## src/rtl/svc_soc_run_monitor_pkg.sv

```systemverilog
// rtl/svc_soc_run_monitor_pkg.sv - shared types for the SoC run-lifecycle monitor
package svc_soc_run_monitor_pkg;

    localparam int HALT_CODE_W = 32;

    typedef enum logic [1:0] {
        RESET = 2'd0,
        RUN   = 2'd1,
        END   = 2'd2
    } state_e;

    typedef enum logic [2:0] {
        CAUSE_NONE    = 3'd0,
        CAUSE_PASS    = 3'd1,
        CAUSE_FAIL    = 3'd2,
        CAUSE_TIMEOUT = 3'd3,
        CAUSE_STALL   = 3'd4
    } cause_e;

endpackage

```

## src/rtl/svc_soc_run_monitor_hart.sv

```systemverilog
// rtl/svc_soc_run_monitor_hart.sv - per-hart halt latch, exit-code register and retire gate
module svc_soc_run_monitor_hart
    import svc_soc_run_monitor_pkg::*;
(
    input  logic                   clk_i,
    input  logic                   rst_i,
    input  logic                   en_i,
    input  logic                   retire_i,
    input  logic                   halt_valid_i,
    input  logic [HALT_CODE_W-1:0] halt_code_i,
    output logic                   retire_o,
    output logic                   new_halt_o,
    output logic                   halted_o,
    output logic [HALT_CODE_W-1:0] code_o
);

    logic                   halted_q;
    logic                   halted_d;
    logic [HALT_CODE_W-1:0] code_q;
    logic [HALT_CODE_W-1:0] code_d;

    assign retire_o   = retire_i & ~halted_q;
    assign new_halt_o = halt_valid_i & ~halted_q;
    assign halted_o   = halted_q;
    // Effective exit code: the arriving one on the halting cycle, the latched one afterwards.
    assign code_o     = new_halt_o ? halt_code_i : code_q;

    always_comb begin
        halted_d = halted_q;
        code_d   = code_q;
        if (en_i && new_halt_o) begin
            halted_d = 1'b1;
            code_d   = halt_code_i;
        end
    end

    always_ff @(posedge clk_i) begin
        if (rst_i) begin
            halted_q <= 1'b0;
            code_q   <= '0;
        end else begin
            halted_q <= halted_d;
            code_q   <= code_d;
        end
    end

endmodule

```

## src/rtl/svc_soc_run_monitor.sv

```systemverilog
// rtl/svc_soc_run_monitor.sv - multi-hart run controller: SoC reset sequencing, counters, end-of-run detection
module svc_soc_run_monitor
    import svc_soc_run_monitor_pkg::*;
#(
    parameter int NUM_HARTS       = 1,
    parameter int RESET_CYCLES    = 16,
    parameter int WATCHDOG_CYCLES = 500_000,
    parameter int STALL_CYCLES    = 10_000,
    parameter int CNT_W           = 32
) (
    input  logic                               clk_i,
    input  logic                               rst_i,
    input  logic [NUM_HARTS-1:0]               retire_i,
    input  logic [NUM_HARTS-1:0]               halt_valid_i,
    input  logic [NUM_HARTS*HALT_CODE_W-1:0]   halt_code_i,
    output logic                               soc_rst_o,
    output logic                               running_o,
    output logic                               done_o,
    output logic                               pass_o,
    output logic                               timeout_o,
    output logic                               stall_o,
    output logic [((NUM_HARTS > 1) ? $clog2(NUM_HARTS) : 1)-1:0] fail_hart_o,
    output logic [HALT_CODE_W-1:0]             fail_code_o,
    output logic [CNT_W-1:0]                   cycles_o,
    output logic [CNT_W-1:0]                   retired_o,
    output logic [NUM_HARTS-1:0]               halted_o
);

    localparam int HW = (NUM_HARTS > 1) ? $clog2(NUM_HARTS) : 1;
    localparam int PW = $clog2(NUM_HARTS + 1);
    localparam int RW = $clog2(RESET_CYCLES + 1) + 1;
    localparam logic [CNT_W-1:0] WD_LAST = CNT_W'(WATCHDOG_CYCLES - 1);
    localparam logic [CNT_W-1:0] ST_LAST = CNT_W'(STALL_CYCLES - 1);

    state_e                 state_q;
    logic [RW-1:0]          rst_cnt_q;
    logic [CNT_W-1:0]       cycles_q;
    logic [CNT_W-1:0]       retired_q;
    logic [CNT_W-1:0]       stall_cnt_q;
    logic                   soc_rst_q;
    logic                   running_q;
    logic                   done_q;
    logic                   pass_q;
    logic                   timeout_q;
    logic                   stall_q;
    logic [HW-1:0]          fail_hart_q;
    logic [HALT_CODE_W-1:0] fail_code_q;

    logic [NUM_HARTS-1:0]   ret_w;
    logic [NUM_HARTS-1:0]   new_w;
    logic [NUM_HARTS-1:0]   halted_w;
    logic [HALT_CODE_W-1:0] code_w [NUM_HARTS];
    logic                   run_en;

    assign run_en = (state_q == RUN);

    for (genvar g = 0; g < NUM_HARTS; g++) begin : g_hart
        svc_soc_run_monitor_hart u_hart (
            .clk_i       (clk_i),
            .rst_i       (rst_i),
            .en_i        (run_en),
            .retire_i    (retire_i[g]),
            .halt_valid_i(halt_valid_i[g]),
            .halt_code_i (halt_code_i[g*HALT_CODE_W +: HALT_CODE_W]),
            .retire_o    (ret_w[g]),
            .new_halt_o  (new_w[g]),
            .halted_o    (halted_w[g]),
            .code_o      (code_w[g])
        );
    end

    logic [PW-1:0]          ret_cnt;
    logic                   fail_hit;
    logic [HW-1:0]          fail_idx;
    logic [HALT_CODE_W-1:0] fail_code;
    logic                   codes_zero;
    logic                   all_pass;
    logic [CNT_W:0]         retired_sum;
    logic [CNT_W-1:0]       cycles_d;
    logic [CNT_W-1:0]       retired_d;
    logic [CNT_W-1:0]       stall_cnt_d;
    cause_e                 cause;

    // Scan from the top index down so the lowest failing hart is the one left standing.
    always_comb begin
        ret_cnt    = '0;
        fail_hit   = 1'b0;
        fail_idx   = '0;
        fail_code  = '0;
        codes_zero = 1'b1;
        for (int i = NUM_HARTS - 1; i >= 0; i--) begin
            ret_cnt = ret_cnt + PW'(ret_w[i]);
            if ((halted_w[i] || new_w[i]) && (code_w[i] != '0)) begin
                codes_zero = 1'b0;
            end
            if (new_w[i] && (code_w[i] != '0)) begin
                fail_hit  = 1'b1;
                fail_idx  = HW'(i);
                fail_code = code_w[i];
            end
        end
        all_pass = (&(halted_w | new_w)) && codes_zero;

        cycles_d    = (&cycles_q) ? cycles_q : cycles_q + 1'b1;
        retired_sum = {1'b0, retired_q} + (CNT_W + 1)'(ret_cnt);
        retired_d   = retired_sum[CNT_W] ? '1 : retired_sum[CNT_W-1:0];
        if (ret_cnt != '0) begin
            stall_cnt_d = '0;
        end else begin
            stall_cnt_d = (&stall_cnt_q) ? stall_cnt_q : stall_cnt_q + 1'b1;
        end

        cause = CAUSE_NONE;
        if (fail_hit) begin
            cause = CAUSE_FAIL;
        end else if (all_pass) begin
            cause = CAUSE_PASS;
        end else if ((WATCHDOG_CYCLES != 0) && (cycles_q == WD_LAST)) begin
            cause = CAUSE_TIMEOUT;
        end else if ((STALL_CYCLES != 0) && (ret_cnt == '0) && (stall_cnt_q == ST_LAST)) begin
            cause = CAUSE_STALL;
        end
    end

    always_ff @(posedge clk_i) begin
        if (rst_i) begin
            state_q     <= RESET;
            rst_cnt_q   <= '0;
            cycles_q    <= '0;
            retired_q   <= '0;
            stall_cnt_q <= '0;
            soc_rst_q   <= 1'b1;
            running_q   <= 1'b0;
            done_q      <= 1'b0;
            pass_q      <= 1'b0;
            timeout_q   <= 1'b0;
            stall_q     <= 1'b0;
            fail_hart_q <= '0;
            fail_code_q <= '0;
        end else begin
            case (state_q)
                RESET: begin
                    if (rst_cnt_q == RW'(RESET_CYCLES)) begin
                        state_q   <= RUN;
                        soc_rst_q <= 1'b0;
                        running_q <= 1'b1;
                    end else begin
                        rst_cnt_q <= rst_cnt_q + 1'b1;
                    end
                end
                RUN: begin
                    cycles_q    <= cycles_d;
                    retired_q   <= retired_d;
                    stall_cnt_q <= stall_cnt_d;
                    if (cause != CAUSE_NONE) begin
                        state_q   <= END;
                        running_q <= 1'b0;
                        done_q    <= 1'b1;
                        pass_q    <= (cause == CAUSE_PASS);
                        timeout_q <= (cause == CAUSE_TIMEOUT);
                        stall_q   <= (cause == CAUSE_STALL);
                        if (cause == CAUSE_FAIL) begin
                            fail_hart_q <= fail_idx;
                            fail_code_q <= fail_code;
                        end
                    end
                end
                END: begin
                    state_q <= END;
                end
                default: begin
                    state_q <= RESET;
                end
            endcase
        end
    end

    assign soc_rst_o   = soc_rst_q;
    assign running_o   = running_q;
    assign done_o      = done_q;
    assign pass_o      = pass_q;
    assign timeout_o   = timeout_q;
    assign stall_o     = stall_q;
    assign fail_hart_o = fail_hart_q;
    assign fail_code_o = fail_code_q;
    assign cycles_o    = cycles_q;
    assign retired_o   = retired_q;
    assign halted_o    = halted_w;

endmodule
```

## config.mk

```make
export PLATFORM = sky130hd
export DESIGN_NAME = svc_soc_run_monitor
export DESIGN_NICKNAME = d
export VERILOG_FILES = /design/src/rtl/svc_soc_run_monitor_pkg.sv /design/src/rtl/svc_soc_run_monitor_hart.sv /design/src/rtl/svc_soc_run_monitor.sv
export SDC_FILE = /design/constraint.sdc
export NUM_CORES = 1
export LEC_CHECK = 0
export CORE_ASPECT_RATIO = 0.75
export CORE_UTILIZATION = 40
export DETAILED_ROUTE_END_ITERATION = 10
export SETUP_SLACK_MARGIN = 0.05
export SLEW_MARGIN = 20
export SYNTH_ARGS = -nofsm -noshare
export SYNTH_HDL_FRONTEND = slang
export SYNTH_SLANG_ARGS = --single-unit
```

## constraint.sdc

```tcl
create_clock -name clk_i -period 2.6 [get_ports clk_i]
set_input_delay 0.26 -clock clk_i [delete_from_list [all_inputs] [get_ports clk_i]]
set_output_delay 0.26 -clock clk_i [all_outputs]
set_load 0.005 [all_outputs]
```

Yosys cells after proc, flatten, opt, wreduce, memory -nomap -nowiden
Cells that the tools add are included.
{"block": "totals", "inputBits": 36, "output_inout_bits": 104, "elab_cells": 74, "reg_bits": 175}
{"block": "classes", "reduce_logical": 20, "eq_ne": 12, "addsub": 4, "n_mux": 17, "bitwise": 7}
{"cell": "$mux 32", "count": 5}
{"cell": "$add 32x1->32 const B", "count": 2}
{"cell": "$reduce_and 32->1", "count": 2}
{"cell": "$add 32x1->33", "count": 1}
{"cell": "$eq 32x14->1 const B", "count": 1}
{"cell": "$eq 32x19->1 const B", "count": 1}
{"cell": "$reduce_bool 32->1", "count": 1}
{"cell": "$mux 3", "count": 4}
{"cell": "$reduce_and 2->1", "count": 6}
{"cell": "$add 6x1->6 const B", "count": 1}
{"cell": "$eq 3x2->1 const B", "count": 2}
{"cell": "$eq 6x5->1 const B", "count": 1}
{"cell": "$pmux 2 s3", "count": 1}
{"cell": "$reduce_and 3->1", "count": 2}
{"cell": "$logic_and 1x1->1", "count": 5}
{"cell": "$mux 1", "count": 4}
{"cell": "$mux 2", "count": 2}
{"cell": "$ne 2x2->1 const B", "count": 2}
{"cell": "$not 1->1", "count": 4}
{"cell": "$eq 3x1->1 const B", "count": 1}
{"cell": "$eq 3x3->1 const B", "count": 1}
{"cell": "$reduce_bool 3->1", "count": 1}
{"cell": "$and 1x1->1", "count": 2}
{"cell": "$eq 2x1->1 const B", "count": 1}
{"cell": "other kinds (7)", "count": 7}

Depth between registers and ports, before layout
Gate-level depths: netlist of the first run.
{"block": "depth", "depth_word": 12, "depth_mapped": 9, "depth_no_buf": 9}

Modules after synthesis
From an unflattened synthesis of the first run, not the netlist that was laid out.
{"block": "hier_totals", "cells_unflattened": 967, "area_unflattened_um2": 8728.4}
{"mod": "svc_soc_run_monitor", "cells_per_inst": 786, "seq_area_each_um2": 2842.7, "area_each_um2": 6730.2, "instances": 1}
{"mod": "svc_soc_run_monitor_hart", "cells_per_inst": 181, "seq_area_each_um2": 660.6, "area_each_um2": 1998.2, "instances": 1}

Worst setup path before layout of the first run
Ideal clock, no wire load.
{"block": "synth_path", "kind": "reg2reg", "from": "register g_hart[0].u_hart.halted_q", "to": "register retired_q[10] (netlist: retired_o[10])", "setup_ps": 70, "arrival_time_ps": 2089, "synth_period_minus_slack_ps": 2160, "path_stages_with_launch": 9, "n_path_buf": 1, "required_ps": 2530, "slack_ps": 440, "cell_sequence": "dfxtp_1 -> nor2b_1 -> ha_1 -> ha_1 -> nand4_1 -> nor3_4 -> nand3_1 -> clkbuf_1 -> a21oi_1"}
{"block": "synth_between", "elab_chain_len": 4}
{"item": "start: declaration", "line": "svc_soc_run_monitor_hart.sv:17", "source": "logic halted_q;"}
{"item": "start signal: assignment", "line": "svc_soc_run_monitor_hart.sv:42", "source": "halted_q <= halted_d;"}
{"item": "$not 1->1", "line": "svc_soc_run_monitor_hart.sv:22", "source": "assign retire_o = retire_i & ~halted_q;"}
{"item": "$and 1x1->1", "line": "svc_soc_run_monitor_hart.sv:22"}
{"item": "$add 32x1->33", "line": "svc_soc_run_monitor.sv:105", "source": "retired_sum = {1'b0, retired_q} + (CNT_W + 1)'(ret_cnt);"}
{"item": "$mux 32", "line": "svc_soc_run_monitor.sv:106", "source": "retired_d = retired_sum[CNT_W] ? '1 : retired_sum[CNT_W-1:0];"}
{"item": "end signal: assignment", "line": "svc_soc_run_monitor.sv:153", "source": "retired_q <= retired_d;"}
{"item": "end: declaration", "line": "svc_soc_run_monitor.sv:38", "source": "logic [CNT_W-1:0] retired_q;"}
Every way passes these cells.
A chain may end at the register's enable or synchronous reset.

Worst setup path in the final report of the first run
{"block": "layout_path", "from": "register cycles_q[0] (netlist: cycles_o[0])", "to": "register state_q[0]"}
{"block": "layout_between", "elab_chain_len": 7}
{"item": "start: declaration", "line": "svc_soc_run_monitor.sv:37", "source": "logic [CNT_W-1:0] cycles_q;"}
{"item": "start signal: assignment", "line": "svc_soc_run_monitor.sv:152", "source": "cycles_q <= cycles_d;"}
{"item": "$eq 32x19->1", "line": "svc_soc_run_monitor.sv:118", "source": "end else if ((WATCHDOG_CYCLES != 0) && (cycles_q == WD_LAST)) begin"}
{"item": "$mux 3", "line": "svc_soc_run_monitor.sv:118"}
{"item": "$mux 3", "line": "svc_soc_run_monitor.sv:116", "source": "end else if (all_pass) begin"}
{"item": "$mux 3", "line": "svc_soc_run_monitor.sv:114", "source": "if (fail_hit) begin"}
{"item": "$reduce_bool 3->1", "line": "svc_soc_run_monitor.sv:155", "source": "if (cause != CAUSE_NONE) begin"}
{"item": "$ne 2x2->1 (no source line)"}
{"item": "$reduce_and 2->1 (no source line)"}
{"item": "end signal: assignment", "line": "svc_soc_run_monitor.sv:127", "source": "state_q <= RESET;"}
{"item": "end signal: assignment", "line": "svc_soc_run_monitor.sv:156", "source": "state_q <= END;"}
{"item": "end signal: assignment", "line": "svc_soc_run_monitor.sv:169", "source": "state_q <= END;"}
{"item": "end: declaration", "line": "svc_soc_run_monitor.sv:35", "source": "state_e state_q;"}
Every way passes these cells.

==> flow_summary.json, run 1 <==
{
  "drive_above_1_share_pct": 7.68,
  "total_power_mw": 5.37,
  "drt-wirelength-per-cell_um": 14.3,
  "worstPathRequired_ns": 2.95,
  "first_iter_violations": 435,
  "antenna_cells": 0,
  "netlist_instances": 905,
  "worstSkewPairLatency_ns": 0.44,
  "syn_avg_cell_area_um2": 8.39,
  "ys_ff_latch": 175,
  "cts_sinks": 175,
  "clk_pin_slew_ns": 0.08,
  "fin_setup_tns_ns": 0,
  "holdWs_ns": 0.293,
  "cts.path.max_buffers": 2,
  "clock-root-buffer": "clkbuf_16",
  "grt-ovfl-total": 0,
  "gp_congestion": 0.798,
  "finalHoldViolCount": 0,
  "min_path_cells": 2,
  "async_flop_share_pct": 0,
  "arrival_ns": 2.66,
  "leakage_nw": 3.37,
  "min_period_ns": 2.31,
  "layoutNonFillerInstCount": 1315,
  "setup.worst_path.start_class": "flip-flop",
  "end_kind": "flip-flop",
  "synth_top_area_share_pct": 46.2,
  "fill_cells": 1765,
  "cp_num_buf_inv": 2,
  "vias_per_cell": 5.17,
  "dp.cells": 1283,
  "worstSetupPathType": "flip-flop to flip-flop",
  "ys.flop_type": "dfxtp_1",
  "yosysMostFrequentCell": "dfxtp_1",
  "num_rows": 43,
  "drc": 0,
  "postCtsHoldBufs": 0,
  "slew_headroom_pct": 39.8,
  "grt_use_total_pct": 19.7,
  "fp.dieArea_mm2": 0.0195,
  "portBuffers": 138,
  "slew_violations": 0,
  "grt_pass1_vias": 6038,
  "path_delay_family": "simple AND/OR/NAND/NOR gates",
  "ff2ff_path_depth": 8,
  "htreeDepth": 4,
  "ys.warnings.count": 0,
  "synth_common_cells": "175 x dfxtp_1, 141 x nand2_1, 108 x a21oi_1",
  "max_stage_delay_ns": 0.74,
  "seq_power_share_pct": 50.1,
  "grt_setup_unrepaired": "no",
  "place_hpwl_mm": 13.2,
  "antenna_found_initial": 0,
  "outcome": "finished clean",
  "pwr-share-comb_pct": 2.6,
  "die_width_um": 161,
  "num_io_pins": 140,
  "initial_utilization_pct": 41.0,
  "grt_max_degree": 98,
  "synth-edff-count": 0,
  "skew_ns": 0.0116,
  "path_cells": "ha_1 > nand4_1 > buf_4 > nor4_1 > buf_4 > nor4_1 > a21oi_1 > a211oi_1",
  "drtAntennaViolNets": 0,
  "syn_nets": 949,
  "cts_buffers": 17,
  "fp.coreArea_mm2": 0.0185,
  "design_area_mm2": 0.00998,
  "hold_path_startpoint": "rst_i",
  "drt_pass1_iterations": 5,
  "p_int_mw": 4.04,
  "period_share_pct": 88.7,
  "num_vias": 6793,
  "tightest_slew_ns": 0.895,
  "netlist_area_mm2": 0.00759,
  "placed_area_mm2": 0.00939,
  "pwr-share-clk_pct": 47.4,
  "r2r-end": "state_q[0]",
  "cap_violations": 0,
  "totalWireLength_mm": 18.8,
  "setup_viol": 0,
  "cp_max_fo": 6,
  "p_per_area_mw_per_mm2": 538,
  "hp-class": "input port to flip-flop",
  "ctsResizeCount": 0,
  "syn_to_final_growth_pct": 31.5,
  "sw_frac_of_total_pct": 24.6,
  "post_cts_buffers": 0,
  "peakVddDrop_uv": 317,
  "r2r_start": "cycles_o[0]",
  "grt_pass1_wl_mm": 30.8,
  "ys_types": 57,
  "yosys.area.top_type": "dfxtp_1",
  "cts_tree": "done",
  "holdPathEnd": "retired_o[22]",
  "fmax_mhz": 434,
  "cp_slowest_cell": "nor4_1",
  "rrSetupSlack_ns": 0.29,
  "synth-seq-area-share_pct": 46.2,
  "nets": 1099,
  "p_switching_mw": 1.32,
  "ys_top_cells_by_area": "dfxtp_1 46%, a21oi_1 7.1%, nand2_1 7.0%",
  "die_h_um": 121
}
[cells by family (layout without fill, tap and decap cells)]
| logic type | count (synthesis) | in the layout | synth area share (%) |
|---|---|---|---|
| AOI/OAI and AO/OA | 160 | 160 | 12.2 |
| xor gates and xnor gates | 70 | 70 | 8.08 |
| adders and majority gates | 8 | 8 | 1.32 |
| buffers and inverters | 53 | 216 | 2.87 |
| DFF | 175 | 175 | 46.2 |
| muxes | 6 | 6 | 0.791 |
| other | 1 | 1 | 0.0494 |
| and+or+nand+nor | 432 | 432 | 28.6 |
[metrics by stage]
| stage | util, % | setup WS (ns) |
|---|---|---|
| after floorplan | - | 0.440 |
| after global placement | 50.7 | -0.00515 |
| after detailed placement | 50.7 | -0.0626 |
| after CTS | 53.9 | 0.285 |
| after global routing | 53.9 | 0.101 |
| final | 53.9 | 0.294 |
[cell type report]
cell class | instances | area [um^2] | share of cell area (%)
Clock buffer | 17 | 425 | 4.26
Clock inverter | 15 | 168 | 1.68
Inverter | 15 | 56.3 | 0.564
Multi-Input combinational cell | 677 | 3870 | 38.8
Sequential cell | 175 | 3500 | 35.1
Tap cell | 247 | 309 | 3.10
Timing Repair Buffer | 169 | 1650 | 16.5
[power groups by stage]
stage	registers [mW]	clock network (mW)	logic, mW
after floorplan	2.75	0	0.0582
after global placement	2.75	0	0.140
after detailed placement	2.75	0	0.140
after CTS	2.69	2.61	0.140
after global routing	2.69	2.74	0.152
final	2.69	2.54	0.139
[placed cells by master (no fill, tap or decap), types with 3 or more instances in the layout]
cell type        Yosys  routed
a21oi_1            108     108
and2_1               4       4
and3_1              16      16
and4_1              12      12
buf_12               0       3
buf_4                1      29
clkbuf_16            0      17
clkdlybuf4s50_1      0     137
clkinv_8             0       3
dfxtp_1            175     175
ha_1                 8       8
inv_1               14      14
inv_6                0       3
inv_8                0       6
mux2i_1              6       6
nand2_1            141     141
nand2b_1             4       4
nand3_1             35      35
nand4_1             35      35
nand4b_1             4       4
nor2_1              81      81
nor2b_1              4       4
nor3_1              24      24
nor3b_1              4       4
nor4_1              36      36
nor4b_1              4       4
o211ai_1             4       4
o211ai_2             3       3
o21ai_0             17      17
o21ai_1              4       4
o21bai_1             3       3
or3_1               18      18
xnor2_1             28      28
xor2_1              42      42
[metal layers]
| layer | vias to the layer above | wire (um) | GRT usage (%) |
|---|---|---|---|
| met4 | 0 | 242 | 6.49 |
| met3 | 17 | 922 | 4.68 |
| met2 | 135 | 7770 | 27.0 |
| met5 | - | 0 | 0 |
| li1 | 3504 | - | - |
| met1 | 3137 | 9890 | 29.6 |
[registers in the layout, indices dropped and copies added, names as in the netlist, 2 cells and up]
signal and count:
retired_o 32, rst_cnt_q 6, state_q 2, cycles_o 32, stall_cnt_q 32, fail_code_o 32
g_hart.u_hart.code_q 32
[worst max-delay path by stage]
stage                               from             to  slack (ns)  cells past startpoint
2_1_floorplan  g_hart[0].u_hart.halted_o  retired_o[10]        0.44                      8
6_report                     cycles_o[0]     state_q[0]        0.29                      8
5_1_grt                      cycles_o[0]   cycles_o[28]        0.10                      8
3_3_place_gp                    retire_i  retired_o[16]      -0.005                     10
4_1_cts                      cycles_o[0]     state_q[0]        0.29                      8
3_5_place_dp                    retire_i  retired_o[16]       -0.06                     10
No activity file was read; power rests on OpenSTA's default activity.
==> inputs of run 2 (changes only) <==
Settings changed: SLEW_MARGIN 20 to not set.
==> results of run 2 <==
The final DEF is identical to that of run 1; final timing and power are the same.
